### src/rtl/param_pipe_barrel_shifter_if.sv
// Handshake bundle for param_pipe_barrel_shifter.
//   master : the producer/consumer side (drives in_*, out_ready)
//   slave  : the shifter itself (drives in_ready, out_*)
// Signals: in_valid/in_ready/in_data/in_amt/in_mode on the input side,
//          out_valid/out_ready/out_data (and out_carry) on the output side.
// Optional macro BPS_CARRY_EN adds out_carry; build the interface and the
// shifter with the same WIDTH and the same macro setting.
interface param_pipe_barrel_shifter_if #(
  parameter int unsigned WIDTH = 8
);
  localparam int unsigned SHW = $clog2(WIDTH);

  logic             in_valid;
  logic             in_ready;
  logic [WIDTH-1:0] in_data;
  logic [SHW-1:0]   in_amt;
  logic [1:0]       in_mode;
  logic             out_valid;
  logic             out_ready;
  logic [WIDTH-1:0] out_data;
`ifdef BPS_CARRY_EN
  logic             out_carry;
`endif

  modport master (
    output in_valid, in_data, in_amt, in_mode, out_ready,
    input  in_ready, out_valid, out_data
`ifdef BPS_CARRY_EN
    , input out_carry
`endif
  );

  modport slave (
    input  in_valid, in_data, in_amt, in_mode, out_ready,
    output in_ready, out_valid, out_data
`ifdef BPS_CARRY_EN
    , output out_carry
`endif
  );
endinterface

### src/rtl/param_pipe_barrel_shifter.sv
// Pipelined barrel shifter: shifts/rotates a WIDTH-bit word by a runtime
// amount in one of four modes (00 SLL, 01 SRL, 10 SRA, 11 ROR), using
// $clog2(WIDTH) registered stages; stage k shifts by 2**k when amt bit k is set.
// Ports:
//   clk    - rising-edge clock
//   rst_n  - asynchronous active-low reset, discards all in-flight words
//   bus    - param_pipe_barrel_shifter_if.slave: valid/ready input side
//            (in_data, in_amt, in_mode) and output side (out_data[, out_carry])
// Flow control: the whole pipe advances when the output is empty or taken;
// otherwise every stage holds (global stall). in_ready is that advance term.
// Optional macro BPS_CARRY_EN: adds out_carry, the last bit shifted out,
// tracked per stage and aligned with out_data.
module param_pipe_barrel_shifter #(
  parameter int unsigned WIDTH = 8
) (
  input logic                      clk,
  input logic                      rst_n,
  param_pipe_barrel_shifter_if.slave bus
);
  localparam int unsigned SHW  = $clog2(WIDTH);
  localparam int unsigned NSTG = SHW;

  typedef enum logic [1:0] {
    MODE_SLL = 2'b00,
    MODE_SRL = 2'b01,
    MODE_SRA = 2'b10,
    MODE_ROR = 2'b11
  } bps_mode_e;

  logic adv;

  for (genvar k = 0; k < NSTG; k++) begin : g_stg
    localparam int unsigned S = 2 ** k;

    logic             src_valid;
    logic             src_sh;
    logic [1:0]       src_mode;
    logic [WIDTH-1:0] src_data;
    logic [WIDTH-1:0] shf_data;
    logic             valid_q;
    logic [WIDTH-1:0] data_q;
`ifdef BPS_CARRY_EN
    logic             src_carry;
    logic             shf_carry;
    logic             carry_q;
`endif

    if (k == 0) begin : g_src
      assign src_valid = bus.in_valid;
      assign src_sh    = bus.in_amt[0];
      assign src_mode  = bus.in_mode;
      assign src_data  = bus.in_data;
`ifdef BPS_CARRY_EN
      assign src_carry = 1'b0;
`endif
    end else begin : g_src
      assign src_valid = g_stg[k-1].valid_q;
      assign src_sh    = g_stg[k-1].g_fwd.amt_q[k];
      assign src_mode  = g_stg[k-1].g_fwd.mode_q;
      assign src_data  = g_stg[k-1].data_q;
`ifdef BPS_CARRY_EN
      assign src_carry = g_stg[k-1].carry_q;
`endif
    end

    // Carry is the last bit pushed out by the most recent non-zero stage;
    // for ROR that bit is the one landing in the MSB.
    always_comb begin
      shf_data = src_data;
`ifdef BPS_CARRY_EN
      shf_carry = src_carry;
`endif
      if (src_sh) begin
        case (bps_mode_e'(src_mode))
          MODE_SLL: shf_data = src_data << S;
          MODE_SRL: shf_data = src_data >> S;
          MODE_SRA: shf_data = $signed(src_data) >>> S;
          default:  shf_data = (src_data >> S) | (src_data << (WIDTH - S));
        endcase
`ifdef BPS_CARRY_EN
        if (bps_mode_e'(src_mode) == MODE_SLL) shf_carry = src_data[WIDTH-S];
        else                                   shf_carry = src_data[S-1];
`endif
      end
    end

    always_ff @(posedge clk or negedge rst_n) begin
      if (!rst_n) begin
        valid_q <= 1'b0;
        data_q  <= '0;
`ifdef BPS_CARRY_EN
        carry_q <= 1'b0;
`endif
      end else if (adv) begin
        valid_q <= src_valid;
        data_q  <= shf_data;
`ifdef BPS_CARRY_EN
        carry_q <= shf_carry;
`endif
      end
    end

    // Each stage forwards only the amount bits later stages still consume,
    // and the final stage needs neither amount nor mode.
    if (k < NSTG - 1) begin : g_fwd
      logic [SHW-1:k+1] nxt_amt;
      logic [SHW-1:k+1] amt_q;
      logic [1:0]       mode_q;

      if (k == 0) begin : g_amt
        assign nxt_amt = bus.in_amt[SHW-1:1];
      end else begin : g_amt
        assign nxt_amt = g_stg[k-1].g_fwd.amt_q[SHW-1:k+1];
      end

      always_ff @(posedge clk or negedge rst_n) begin
        if (!rst_n) begin
          amt_q  <= '0;
          mode_q <= '0;
        end else if (adv) begin
          amt_q  <= nxt_amt;
          mode_q <= src_mode;
        end
      end
    end
  end

  always_comb begin
    adv           = !g_stg[NSTG-1].valid_q || bus.out_ready;
    bus.in_ready  = adv;
    bus.out_valid = g_stg[NSTG-1].valid_q;
    bus.out_data  = g_stg[NSTG-1].data_q;
`ifdef BPS_CARRY_EN
    bus.out_carry = g_stg[NSTG-1].carry_q;
`endif
  end
endmodule

### src/flat_wrapper.sv
// flat-port wrapper written by rule: the top's interface ports become plain ports
module param_pipe_barrel_shifter_flat 
#(
  parameter int unsigned WIDTH = 8
)
  (clk, rst_n, bus_in_valid, bus_in_data, bus_in_amt, bus_in_mode, bus_out_ready, bus_in_ready, bus_out_valid, bus_out_data);
  param_pipe_barrel_shifter_if #(.WIDTH(WIDTH)) bus_i ();
  input logic clk;
  input logic rst_n;
  input wire logic [$bits(bus_i.in_valid)-1:0] bus_in_valid;
  input wire logic [$bits(bus_i.in_data)-1:0] bus_in_data;
  input wire logic [$bits(bus_i.in_amt)-1:0] bus_in_amt;
  input wire logic [$bits(bus_i.in_mode)-1:0] bus_in_mode;
  input wire logic [$bits(bus_i.out_ready)-1:0] bus_out_ready;
  output wire logic [$bits(bus_i.in_ready)-1:0] bus_in_ready;
  output wire logic [$bits(bus_i.out_valid)-1:0] bus_out_valid;
  output wire logic [$bits(bus_i.out_data)-1:0] bus_out_data;
  assign bus_i.in_valid = bus_in_valid;
  assign bus_i.in_data = bus_in_data;
  assign bus_i.in_amt = bus_in_amt;
  assign bus_i.in_mode = bus_in_mode;
  assign bus_i.out_ready = bus_out_ready;
  assign bus_in_ready = bus_i.in_ready;
  assign bus_out_valid = bus_i.out_valid;
  assign bus_out_data = bus_i.out_data;
  param_pipe_barrel_shifter #(.WIDTH(WIDTH)) u_core (.clk(clk), .rst_n(rst_n), .bus(bus_i));
endmodule
### config.mk
export PLATFORM = sky130hd
export DESIGN_NAME = param_pipe_barrel_shifter_flat
export DESIGN_NICKNAME = d
export VERILOG_FILES = /design/src/rtl/param_pipe_barrel_shifter_if.sv /design/src/rtl/param_pipe_barrel_shifter.sv /design/src/flat_wrapper.sv
export SDC_FILE = /design/constraint.sdc
export NUM_CORES = 1
export LEC_CHECK = 0
export CAP_MARGIN = 20
export CORE_AREA = 3 3 62 64
export CTS_CLUSTER_SIZE = 10
export DETAILED_ROUTE_END_ITERATION = 7
export DIE_AREA = 0 0 65 67
export GPL_TIMING_DRIVEN = 0
export PLACE_DENSITY = 0.76
export SYNTH_ARGS = -nofsm -noshare
export SYNTH_HDL_FRONTEND = slang
export SYNTH_SLANG_ARGS = --single-unit
### constraint.sdc
create_clock -name clk -period 1.9 [get_ports clk]
set_clock_uncertainty 0.2 [all_clocks]
set_input_delay 0.475 -clock clk [delete_from_list [all_inputs] [get_ports clk]]
set_output_delay 0.475 -clock clk [all_outputs]
set_load 0.05 [all_outputs]
# Word-level counts from Yosys, hierarchy flattened
# Index checks and enable logic that the tools add are counted.
# op_classes
n_eq_ne,6
n_mux,6
n_bitwise,3
reduce_logical,5
# op_table
operator,n
$pmux 8 s3,3
$mux 8,3
$or 4x8->8,1
$or 6x8->8,1
$or 7x8->8,1
$eq 2x1->1 const B,3
$eq 2x2->1 const B,3
$logic_not 2->1,3
$logic_not 1->1,1
$logic_or 1x1->1,1
# word_totals
regBits,34
input_bits,17
output_inout_bits,10
elab_cells,30

# Longest topological paths before layout
# depth
word_depth,3
depth_mapped,6
depth_no_buf,4

# Worst setup path after synthesis
# No wires, ideal clock.
# synth_path
kind,register to output
start,register u_core.g_stg[2].valid_q (netlist: u_core.bus.out_valid)
end,output bus_in_ready
arrival_ns,1.298
required_ns,1.225
setup_slack_ns,-0.073
stages_incl_launch_ff,5
n_path_buf,2
cell_sequence,dfrtp_1 -> nor2b_1 -> buf_2 -> inv_2 -> buf_2
# synth_via
elab_chain_cells,2
# synth_lines
element,line,rtl
"start, declared",param_pipe_barrel_shifter.sv:40,logic valid_q;
"start signal, assigned",param_pipe_barrel_shifter.sv:95,valid_q <= src_valid;
$logic_not 1->1,param_pipe_barrel_shifter.sv:129,adv = !g_stg[NSTG-1].valid_q || bus.out_ready;
$logic_or 1x1->1,param_pipe_barrel_shifter.sv:129,
"end, declared",flat_wrapper.sv:15,output wire logic [$bits(bus_i.in_ready)-1:0] bus_in_ready;
# No other way between the ends.

# Worst setup path after layout
# Ends and elaborated chain as after synthesis.

==> flow_metrics.tcl <==
set metrics [dict create \
    max_freq_mhz 540 \
    synth_cell_types 25 \
    leakage_nw 0.931 \
    syn_inst 194 \
    final.period_utilization_pct 97.4 \
    die_area_sq_um 4360 \
    synth_nets 211 \
    drt_wl_total_mm 3.94 \
    fin_nets 246 \
    utilization_pct 63.7 \
    power.density_nw_per_um2 1480 \
    grt_usage_pct 20.3 \
    cp_top_family "flip-flops" \
    reg2reg_from "u_core.bus.out_valid$_DFFE_PN0P_" \
    placed_area_sq_um 2040 \
    seq_power_share_pct 38.8 \
    max-cap-violations 0 \
    power.switching_mw 1.35 \
    path_max_fanout 4 \
    clock-sinks 34 \
    r2r_cells 6 \
    start_kind "flip-flop" \
    fin_crit_ns 1.85 \
    cts.clk_slew.worst_paths_ns 0.10 \
    coreArea_sq_um 3340 \
    grt_pass1_wl_mm 6.70 \
    cts-root-buf "clkbuf_4" \
    syn_area_sq_um 1750 \
    worst_slew_pin_slew_ns 0.732 \
    cp_slowest_cell "dfrtp_1" \
    ys.flop_type "dfrtp_1" \
    clock_power_share_pct 16.6 \
    peakVddDrop_v 0.000467 \
    postSynthAreaPerCell_sq_um 9.00 \
    p_total_mw 3.15 \
    critPathRequiredTime_ns 1.22 \
    final_antenna_net_count 0 \
    rows 21 \
    drive_gt1_share_pct 17.8 \
    cp_cell_sequence "nor2b_4, buf_6, inv_8, buf_8" \
    max_slew_margin_pct 51.2 \
    ys_top_cells_by_count "nand2_1, o21ai_0, dfrtp_1" \
    fin_setup_tns_ns 0 \
    drt_pre_antenna_iters 4 \
    portBuffers 24 \
    setup_viol 0 \
    finalMaxSlewViolations 0 \
    netlist.area_leader.share_pct 48.7 \
    switching_share_pct 42.8 \
    critPathKind "flip-flop to primary output" \
    synth-seq-cells 34 \
    grt_pass1_vias 1491 \
    crit_arrival_ns 1.18 \
    yosys_warnings 0 \
    cts_buffer_depth 2 \
    max_stage_delay_ns 0.39 \
    clkLatencyLatePin_ns 0.35 \
    place_hpwl_mm 2.85 \
    p_int_mw 1.81 \
    grt_remaining_overflow 0 \
    synth_edf_count 0 \
    p_comb_share_pct 44.7 \
    drtIter0Drc 140 \
    fin_area_sq_um 2130 \
    start_util_pct 52.3 \
    io_pins 27 \
    synth_top_area_cell "dfrtp_1" \
    wl_per_cell_um 14.3 \
    cts_tree "yes" \
    r2r-end "u_core.bus.out_data[1]$_DFFE_PN0P_" \
    synth_seq_area_share_pct 48.7 \
    end_kind "primary output" \
    whs_ns -0.0268 \
    diodes 0 \
    async_flop_share_pct 100 \
    netlist_top_cells_area "dfrtp_1, nand2_1, o21ai_0" \
    fin_ws_ns 0.0493 \
    status "complete, but fails checks" \
    hold_viol 32 \
    r2r_setup_slack_ns 0.17 \
    syn_to_final_growth_pct 21.8 \
    h-tree-depth 2 \
    cts_buffers 5 \
    hp-class "primary input to async pin" \
    grt_max_degree 35 \
    dieWidth_um 65 \
    holdBufCountCts 0 \
    dpl_worst_slack_ns -1.05 \
    synth_most_common_cell "nand2_1" \
    drc_errors 0 \
    globalplace.congestion 0.909 \
    path_buf_inv 3 \
    vias 1554 \
    rsz0062_at_grt "true" \
    violations "negative hold slack" \
    die_h_um 67 \
    grt_antenna_before_repair 0 \
    via_per_inst 5.63 \
]
-- cell usage in the layout, fill, tap and decap left out --
cell type,netlist,layout
a221oi_2,1,1
inv_1,5,5
a2bb2oi_1,4,4
nor2_1,4,4
dlygate4sd2_1,0,1
nor2b_4,0,1
a211oi_1,8,8
buf_4,0,5
buf_6,2,3
nand2b_1,1,1
bufinv_16,0,1
o221ai_1,2,2
o311a_2,1,1
a221oi_1,6,6
a31oi_1,1,1
buf_2,6,5
mux2_4,1,1
o21a_1,10,10
buf_8,0,1
inv_2,2,1
clkbuf_2,0,9
clkbuf_1,5,7
clkdlybuf4s50_1,0,12
o21ai_0,37,37
dfrtp_1,34,34
clkbuf_4,0,5
inv_8,0,1
mux2_2,6,6
o311a_1,1,1
o22ai_1,1,1
nand2_1,50,50
o21ai_1,4,4
or3_1,1,1
-- through the flow --
stage	std cells	hold WS, ns
floorplan	194	-0.0206
global placement	264	0.243
detailed placement	264	0.255
CTS	273	0.00158
global route	276	0.0243
finish	276	-0.0268
-- cell type report --
cell class / count / area (sq um)
fill: 323 / 1210
sequential: 34 / 851
multi-input combinational: 140 / 806
timing repair buffer: 29 / 231
buffer: 12 / 72.6
tap: 46 / 57.6
clock buffer: 7 / 45.0
inverter: 7 / 33.8
clock inverter: 1 / 30.0
-- how the worst max path moves through the flow --
stage,startpoint,endpoint,cells after the start
5_1_grt,u_core.bus.out_valid$_DFFE_PN0P_,bus_in_ready,4
6_report,u_core.bus.out_valid$_DFFE_PN0P_,bus_in_ready,4
2_1_floorplan,u_core.bus.out_valid$_DFFE_PN0P_,bus_in_ready,4
3_5_place_dp,bus_out_ready,bus_in_ready,6
3_3_place_gp,bus_out_ready,bus_in_ready,6
4_1_cts,u_core.bus.out_valid$_DFFE_PN0P_,bus_in_ready,5
-- power by group through the flow --
stage               clock (mW)  combinational, mW  sequential, mW
detailed placement           0               1.44            1.24
CTS                      0.526               1.42            1.22
floorplan                    0              0.723            1.51
global placement             0               1.40            1.22
finish                   0.522               1.41            1.22
global route             0.555               1.56            1.27
-- metal layers --
metal / track usage, % / share of wire (%) / vias up / wire length [um]
met1: 22.0 / 42 / 735 / 1640
met3: 5.23 / 4.8 / 10 / 190
met2: 36.8 / 51 / 45 / 2010
li1: - / - / 764 / -
met5: 0 / 0 / - / 0
met4: 9.76 / 2.4 / 0 / 95
-- flip-flops by register name, indices dropped and copies added (netlist names) --
signal / cells
u_core.g_stg.g_fwd.mode_q: 4
u_core.g_stg.g_fwd.amt_q: 3
u_core.g_stg.valid_q: 2
u_core.g_stg.data_q: 16
u_core.bus.out_data: 8
u_core.bus.out_valid: 1
-- what timing repair did --
action,CTS,global route
endpoints found under the setup margin,10,10
buffers inserted,1,4
resized for setup,30,14
-- kinds of logic (layout without fill, tap and decap cells) --
group | count (synthesis) | count (layout) | synth area share (%)
and+or+nand+nor | 57 | 57 | 12.7
buffers and inverters | 20 | 56 | 5.59
DFF | 34 | 34 | 48.7
AOI/OAI and AO/OA | 76 | 76 | 28.3
muxes | 7 | 7 | 4.73
Note: power is estimated with default switching activity, not from simulation.
==> patch (same flow settings) <==
`WIDTH` is set to 8 in 3 places; all go to 4.
--- a/src/rtl/param_pipe_barrel_shifter_if.sv
+++ b/src/rtl/param_pipe_barrel_shifter_if.sv
@@ -6,7 +6,7 @@
 // Optional macro BPS_CARRY_EN adds out_carry; build the interface and the
 // shifter with the same WIDTH and the same macro setting.
 interface param_pipe_barrel_shifter_if #(
-  parameter int unsigned WIDTH = 8
+  parameter int unsigned WIDTH = 4
 );
   localparam int unsigned SHW = $clog2(WIDTH);
 
--- a/src/rtl/param_pipe_barrel_shifter.sv
+++ b/src/rtl/param_pipe_barrel_shifter.sv
@@ -11,7 +11,7 @@
 // Optional macro BPS_CARRY_EN: adds out_carry, the last bit shifted out,
 // tracked per stage and aligned with out_data.
 module param_pipe_barrel_shifter #(
-  parameter int unsigned WIDTH = 8
+  parameter int unsigned WIDTH = 4
 ) (
   input logic                      clk,
   input logic                      rst_n,
--- a/src/flat_wrapper.sv
+++ b/src/flat_wrapper.sv
@@ -1,7 +1,7 @@
 // flat-port wrapper written by rule: the top's interface ports become plain ports
 module param_pipe_barrel_shifter_flat 
 #(
-  parameter int unsigned WIDTH = 8
+  parameter int unsigned WIDTH = 4
 )
   (clk, rst_n, bus_in_valid, bus_in_data, bus_in_amt, bus_in_mode, bus_out_ready, bus_in_ready, bus_out_valid, bus_out_data);
   param_pipe_barrel_shifter_if #(.WIDTH(WIDTH)) bus_i ();
Interface: changed (resized bus_in_amt, bus_in_data and bus_out_data); port bits go from 27 to 18. The function was not compared with the original's and may differ.
==> patch against the unedited design <==
  * Largest power group is now registers
  * Worst setup slack better by 8.2 ps
  * Utilization fell by 36 points
  * Final cell count decreased by 50%
  * First-iteration DRC count decreased by 94%
  * Critical endpoint unchanged
  * Synthesized area decreased by 61%
  * Critical path depth rose by 1
  * Sequential cell count decreased by 21
  * Routed wire length fell by 65%
  * Maximum frequency grew 0.45%
  * Cell area shrank 56%
  * Total power decreased by 74%
==> patch: results (changes against the unedited design) <==
{| class="wikitable"
! Metric !! Value
|-
| Met1 global-route usage || 8.163% (was 22.02%)
|-
| Global routing met3 resource utilization || 2.530% (was 5.228%)
|-
| Drt first-iter violations || 9 (was 140)
|-
| Ranking of synthesized cells by area || sky130_fd_sc_hd__dfrtp_1, sky130_fd_sc_hd__o21ai_0, sky130_fd_sc_hd__nand2_1 (was sky130_fd_sc_hd__dfrtp_1, sky130_fd_sc_hd__nand2_1, sky130_fd_sc_hd__o21ai_0)
|-
| Clock buffer count from CTS || 3 (was 5)
|-
| Routed vias/inst || 4.000 (was 5.630)
|-
| Worst hold path class || register to register (was primary input to async pin)
|-
| Met2 usage in global routing || 11.62% (was 36.78%)
|-
| Routed len/inst || 10.18 microns (was 14.27 microns)
|-
| Via count of the first global-routing pass || 535 (was 1,491)
|-
| Final weighted congestion in routability-driven placement || 0.7670 (was 0.9086)
|-
| GRT Resource Usage Total || 6.840% (was 20.35%)
|-
| Highest ir drop seen on vdd || 0.2352 mV (was 0.4674 mV)
|-
| Result of the run || complete, no violations (was finished with violations)
|-
| Depth of the CTS H-tree || 1 (was 2)
|-
| Destination of the worst register-to-register timing path || u_core.g_stg[0].data_q[1] (was u_core.bus.out_data[1])
|-
| Post-detailed-placement half-perimeter wirelength || 1.091 mm (was 2.853 mm)
|-
| Cell types with the highest counts after synthesis || sky130_fd_sc_hd__dfrtp_1, sky130_fd_sc_hd__nand2_1, sky130_fd_sc_hd__o21ai_0 (was sky130_fd_sc_hd__nand2_1, sky130_fd_sc_hd__o21ai_0, sky130_fd_sc_hd__dfrtp_1)
|-
| Placed Area || 905.9 sq um (was 2042 sq um)
|-
| Final-layout worst hold slack || 274.1 ps (was -26.79 ps)
|-
| Avg Synthesized Cell Area || 9.587 sq um (was 9.003 sq um)
|-
| Wire length of the first global-routing pass || 2.283 mm (was 6.699 mm)
|-
| Sum of met3 wire segment lengths after detailed routing || 111 microns (was 190 microns)
|-
| Maximum number of pins on one net before global-route repair || 14 (was 35)
|-
| Clock latency on the worst-skew pair || 270 ps (was 350 ps)
|}
patch: cell types whose count changed in the layout (fill, tap and decap cells not counted), sizes merged, moves of 4 or more:
cell | before | now
dfrtp | 34 | 13
a21oi | 0 | 4
a2bb2oi | 4 | 0
o21ai | 41 | 10
mux2 | 7 | 3
dlygate4sd2 | 1 | 6
o21a | 10 | 1
inv | 7 | 2
nand2 | 50 | 9
a221oi | 7 | 0
a211oi | 8 | 1
buf | 14 | 6
clkbuf | 21 | 4
patch: area by class of cell:
| cell class | instances | area (sq um) |
|---|---|---|
| fill | 371 | 2407 |
| tap | 46 | 57.56 |
| multi-input combinational | 50 | 304.0 |
| sequential | 13 | 326.6 |
| inverter | 3 | 15.01 |
| buffer | 4 | 38.79 |
| clock buffer | 4 | 26.28 |
| timing repair buffer | 17 | 161.4 |
patch: worst max-delay path by stage:
stage / from / endpoint / slack, ps
floorplan: u_core.bus.out_valid / bus_in_ready / 40
global placement: bus_out_ready / bus_in_ready / -930
detailed placement: bus_out_ready / bus_in_ready / -940
CTS: bus_out_ready / bus_in_ready / 50
global route: u_core.bus.out_data[1] / bus_out_data[1] / 20
finish: bus_out_ready / bus_in_ready / 60
patch: logic make-up (layout without fill, tap and decap cells):
group	after synthesis	count (layout)	share of synthesized area (%)
AO/OA/AOI/OAI	24	24	21.51
AND/OR/NAND/NOR	21	21	15.26
flip-flops	13	13	47.79
buffers and inverters	8	28	7.537
multiplexers	5	5	7.904
patch: power breakdown:
part	leakage, nW	total, mW	internal, mW	switching, mW
sequential	0.155	0.358	0.324	0.0338
clock	0.0150	0.166	0.0812	0.0845
combinational	0.229	0.291	0.115	0.176
total	0.399	0.814	0.520	0.294
patch: timing repair:
action	4_1_cts	5_1_grt
gates resized for setup	14	0
setup buffers	1	0
hold buffers	0	0
setup endpoints to repair	6	0
